File: config.mk
export PLATFORM = sky130hd
export DESIGN_NAME = mem_bridge
export DESIGN_NICKNAME = d
export VERILOG_FILES = /design/src/rtl/mem_bridge.sv
export SDC_FILE = /design/constraint.sdc
export NUM_CORES = 1
export LEC_CHECK = 0
export ABC_AREA = 1
export CORE_MARGIN = 8
export CORE_UTILIZATION = 36
export CTS_CLUSTER_SIZE = 12
export DETAILED_ROUTE_END_ITERATION = 7
export PLACE_DENSITY_LB_ADDON = 0.1
export SETUP_SLACK_MARGIN = 0.1
export SLEW_MARGIN = 20
export SYNTH_ARGS = -nofsm -noshare
export SYNTH_HDL_FRONTEND = slang
export SYNTH_SLANG_ARGS = --single-unit
File: constraint.sdc
create_clock -name clk -period 1.2 [get_ports clk]
set_input_delay 0.18 -clock clk [delete_from_list [all_inputs] [get_ports clk]]
set_output_delay 0.18 -clock clk [all_outputs]
set_load 0.1 [all_outputs]
File: src/rtl/mem_bridge.sv
`default_nettype none
// ============================================================================
// Module      : mem_bridge
// Description : Single-outstanding CPU-to-physical-memory bridge. It registers
//               one core read or write, runs the pmem request/response
//               handshake and returns a one-cycle cpu_resp. Optional watchdog
//               abort is enabled with the MEM_TIMEOUT_EN macro.
// Revision    : 1.0 - initial release
// ============================================================================
module mem_bridge #(
    parameter int unsigned TIMEOUT_CYCLES = 1023
) (
    input  logic        clk,
    input  logic        rst,
    input  logic        cpu_read,
    input  logic        cpu_write,
    input  logic [31:0] cpu_address,
    input  logic [31:0] cpu_wdata,
    input  logic [3:0]  cpu_mbe,
    output logic [31:0] cpu_rdata,
    output logic        cpu_resp,
    output logic        bus_err,
    output logic        pmem_read,
    output logic        pmem_write,
    output logic [31:0] pmem_address,
    output logic [31:0] pmem_wdata,
    output logic [3:0]  pmem_mbe,
    input  logic [31:0] pmem_rdata,
    input  logic        pmem_resp
);

    localparam logic [1:0] c_IDLE = 2'd0;
    localparam logic [1:0] c_BUSY = 2'd1;
    localparam logic [1:0] c_DONE = 2'd2;

    if ((TIMEOUT_CYCLES < 1) || (TIMEOUT_CYCLES > 65535)) begin : g_bad_timeout
        $error("mem_bridge: TIMEOUT_CYCLES out of range 1..65535");
    end

    logic [1:0]  r_state;
    logic [1:0]  w_next_state;
    logic        w_take_write;
    logic        w_take_read;
    logic        w_complete;
    logic        w_abort;
    logic        w_timeout;

    logic        r_pmem_read;
    logic        r_pmem_write;
    logic [31:0] r_pmem_address;
    logic [31:0] r_pmem_wdata;
    logic [3:0]  r_pmem_mbe;
    logic [31:0] r_cpu_rdata;
    logic        r_cpu_resp;

`ifdef MEM_TIMEOUT_EN
    localparam logic [15:0] c_TIMEOUT = 16'(TIMEOUT_CYCLES);

    logic [15:0] r_count;
    logic        r_bus_err;

    assign w_timeout = (r_count == c_TIMEOUT);

    // Counter restarts on every BUSY entry and only advances while waiting.
    always_ff @(posedge clk or negedge rst) begin
        if (!rst) begin
            r_count   <= 16'd0;
            r_bus_err <= 1'b0;
        end else begin
            if (w_take_write || w_take_read) begin
                r_count <= 16'd0;
            end else if ((r_state == c_BUSY) && !pmem_resp && !w_timeout) begin
                r_count <= r_count + 16'd1;
            end
            if (w_abort) begin
                r_bus_err <= 1'b1;
            end
        end
    end

    assign bus_err = r_bus_err;
`else
    assign w_timeout = 1'b0;
    assign bus_err   = 1'b0;
`endif

    always_ff @(posedge clk or negedge rst) begin
        if (!rst) begin
            r_state <= c_IDLE;
        end else begin
            r_state <= w_next_state;
        end
    end

    always_comb begin
        w_next_state = r_state;
        w_take_write = 1'b0;
        w_take_read  = 1'b0;
        w_complete   = 1'b0;
        w_abort      = 1'b0;
        case (r_state)
            c_IDLE: begin
                // A simultaneous read and write resolves to the write.
                if (cpu_write) begin
                    w_take_write = 1'b1;
                    w_next_state = c_BUSY;
                end else if (cpu_read) begin
                    w_take_read  = 1'b1;
                    w_next_state = c_BUSY;
                end
            end
            c_BUSY: begin
                if (pmem_resp) begin
                    w_complete   = 1'b1;
                    w_next_state = c_DONE;
                end else if (w_timeout) begin
                    w_abort      = 1'b1;
                    w_next_state = c_DONE;
                end
            end
            c_DONE: begin
                w_next_state = c_IDLE;
            end
            default: begin
                w_next_state = c_IDLE;
            end
        endcase
    end

    always_ff @(posedge clk or negedge rst) begin
        if (!rst) begin
            r_pmem_read    <= 1'b0;
            r_pmem_write   <= 1'b0;
            r_pmem_address <= 32'd0;
            r_pmem_wdata   <= 32'd0;
            r_pmem_mbe     <= 4'd0;
            r_cpu_rdata    <= 32'd0;
            r_cpu_resp     <= 1'b0;
        end else begin
            r_cpu_resp <= 1'b0;
            if (w_take_write) begin
                r_pmem_write   <= 1'b1;
                r_pmem_address <= {cpu_address[31:2], 2'b00};
                r_pmem_wdata   <= cpu_wdata;
                r_pmem_mbe     <= cpu_mbe;
            end else if (w_take_read) begin
                r_pmem_read    <= 1'b1;
                r_pmem_address <= {cpu_address[31:2], 2'b00};
                r_pmem_mbe     <= 4'hF;
            end
            if (w_complete) begin
                r_pmem_read  <= 1'b0;
                r_pmem_write <= 1'b0;
                r_cpu_resp   <= 1'b1;
                if (r_pmem_read) begin
                    r_cpu_rdata <= pmem_rdata;
                end
            end
            if (w_abort) begin
                r_pmem_read  <= 1'b0;
                r_pmem_write <= 1'b0;
                r_cpu_resp   <= 1'b1;
            end
        end
    end

    assign pmem_read    = r_pmem_read;
    assign pmem_write   = r_pmem_write;
    assign pmem_address = r_pmem_address;
    assign pmem_wdata   = r_pmem_wdata;
    assign pmem_mbe     = r_pmem_mbe;
    assign cpu_rdata    = r_cpu_rdata;
    assign cpu_resp     = r_cpu_resp;

endmodule
`default_nettype wire

==> out/qor.txt <==
EDFF count, synth -> 0
TritonCTS Buffers -> 9
Ant. Diodes -> 0
Worst reg2reg path depth -> 7
Port bufs -> 203
Seq/Total Area, Yosys -> 63.1%
H-tree levels -> 3
Antenna-violating nets left -> 0
Fmax -> 754 MHz
Kind of cell adding the most delay to the critical path -> buffers and inverters
Post-synth top flop -> dfrtp_1
Netlist Area Pre-Place -> 4090 µm²
Area Growth Syn to Fin -> 119%
CP Buf/Inv Count -> 3
Final RePlAce weighted congestion -> 0.768
Root Buffer -> clkbuf_16
Area leader, netlist -> dfrtp_1
Synth cell count leaders -> nand2_1, dfrtp_1, nand3_1, buf_2, buf_4
WL final -> 16100 µm
Worst EP required -> 1.43 ns
CP max stage cell -> dfrtp_1
Reg area -> 2670 µm²
I/O pin count -> 209
Vias in the first global route -> 4141
Setup TNS -> -6.94 ns
Hold WC Path Type -> input pin to asynchronous set/reset pin
Worst setup path class -> flop to flop
Via-to-Cell Ratio -> 4.78
Fillers -> 688
Clock Pin Slew Worst Setup and Hold Paths -> 0.07 ns
First-pass iteration count of the detailed router -> 6
Post-synth top area share -> 63.1%
Violated checks -> setup timing
GRT Resource Usage Total -> 19.5%
Crit path depth -> 7
Clk buf depth -> 2
Slowest stage delay, CP -> 0.41 ns
Final Max Slew Viols -> 0
RSZ-0062 raised after global routing -> true
Clock period minus worst slack -> 1.33 ns
CTS Sinks -> 103
Status -> finished with violations
Core ar. -> 11300 µm²
Final net count -> 831
Hold Vio Cnt, Final -> 0
Via count -> 4178
Setup violators final -> 92
Estimated wirelength of the detail-placed design -> 9810 µm
Top cells by area, synth -> dfrtp_1, nand2_1, nand3_1
Initial antenna violation count -> 0
Layout cells sized above 1 -> 50.6%
Die W -> 123 µm
Clock latency on the worst-skew pair -> 0.34 ns
Period utilization -> 111%
R2R Setup Slk -> -0.13 ns
# rows -> 39
FF+latch count, synth -> 103
Die area -> 15000 µm²
Remaining DRCs -> 0
CTS tree -> built
Final global-route overflow total -> 0
Die Height -> 123 µm
Crit Path Max Fanout -> 8
Avg Cell Area, Syn -> 9.04 µm²
Cells after Synth -> 452
Most frequent cell after synthesis -> nand2_1
Pin count of the biggest net entering global routing -> 39
Area occupied by multi-input gates -> 1730 µm²
Number of DRC markers in iteration 0 -> 235
Setup crit end kind -> flop
CP cell instances -> nor2_4, buf_6, nand2_8, buf_12, buf_16, nand2_4, nand2_1
Crit path arrival time -> 1.55 ns
WL/cell -> 18.4 µm
Worst-case clock skew -> 0.00481 ns
Startpoint types -> flop
Final WS setup -> -0.127 ns
Starting Density -> 36.3%
Post-synth cell types -> 18
Post-synth ARST share -> 100%
First-pass GRT wire length -> 22800 µm
Ys Warns -> 0
Maxcap violations -> 0
sequential cells by signal, indices dropped and copies added, names as in the netlist:
name	cells
cpu_rdata	32
pmem_wdata	32
pmem_address	30
pmem_mbe	4
r_state	2
cpu_resp	1
pmem_read	1
pmem_write	1
cells in the final DEF (no fill, tap or decap), drive strengths merged:
master and n:
nand3 64, nor2 4, nand4 1, dfrtp 103, buf 185, inv 5, clkbuf 20, dlygate4sd3 1
a21oi 1, nand2 237, conb 3, nand3b 3, clkdlybuf4s50 101, o21ai 3
path summary, 6_finish.rpt:
kind | endpoint | startpoint
max | pmem_wdata[29]$_DFFE_PN0P_ | r_state[1]$_DFFE_PN0P_
min in group clk | pmem_wdata[22]$_DFFE_PN0P_ | cpu_wdata[22]
min | pmem_address[18]$_DFFE_PN0P_ | rst
min reg2reg | pmem_wdata[22]$_DFFE_PN0P_ | pmem_wdata[22]$_DFFE_PN0P_
max reg2reg | pmem_wdata[29]$_DFFE_PN0P_ | r_state[1]$_DFFE_PN0P_
max in group asynchronous | pmem_address[22]$_DFFE_PN0P_ | rst
cells by family (layout without fill, tap and decap cells):
group | Yosys count | after routing | share of synthesized area, %
other | 1 | 3 | 0.0917
buffers and inverters | 35 | 312 | 5.05
and+or+nand+nor | 309 | 309 | 31.0
AOI/OAI and AO/OA | 4 | 4 | 0.765
DFF | 103 | 103 | 63.1
layout make-up:
class                           instances  share of cell area, %
Sequential cell                       103                   29.7
Timing Repair Buffer                  291                   45.6
Clock buffer                           16                   3.14
Inverter                                5                  0.209
Multi-Input combinational cell        316                   19.3
Tap cell                              143                   2.00
routing by layer:
layer	global-route usage, %	vias to the layer above	share of wire (%)
met5	0	-	0
met4	7.01	0	1.7
met3	6.44	16	9.1
met2	32.0	148	51
met1	23.5	2058	38
li1	-	1956	-
through the flow:
stage               util, %  setup slack [ns]  cells  hold WS [ns]  instance area, µm²
floorplan                 -            -0.137    454        -0.116                4200
global placement       66.6            -0.150    792         0.121                7510
detailed placement     66.6            -0.216    792         0.120                7510
CTS                    74.9            -0.117    848         0.298                8440
global route           79.5            -0.184    874         0.334                8970
finish                 79.5            -0.127    874         0.303                8970
what timing repair did:
action | CTS | global route
pin swaps | 14 | 45
endpoints found under the setup margin | 198 | 202
gates resized for setup | 57 | 87
endpoints found under the hold margin | 19 | 0
hold buffers | 1 | 0
cloned | 7 | 4
buffers inserted | 32 | 23
Power is left out: the tool's default activity adds up to more than one toggle a clock period on the data nets, which glitch-free logic cannot reach.
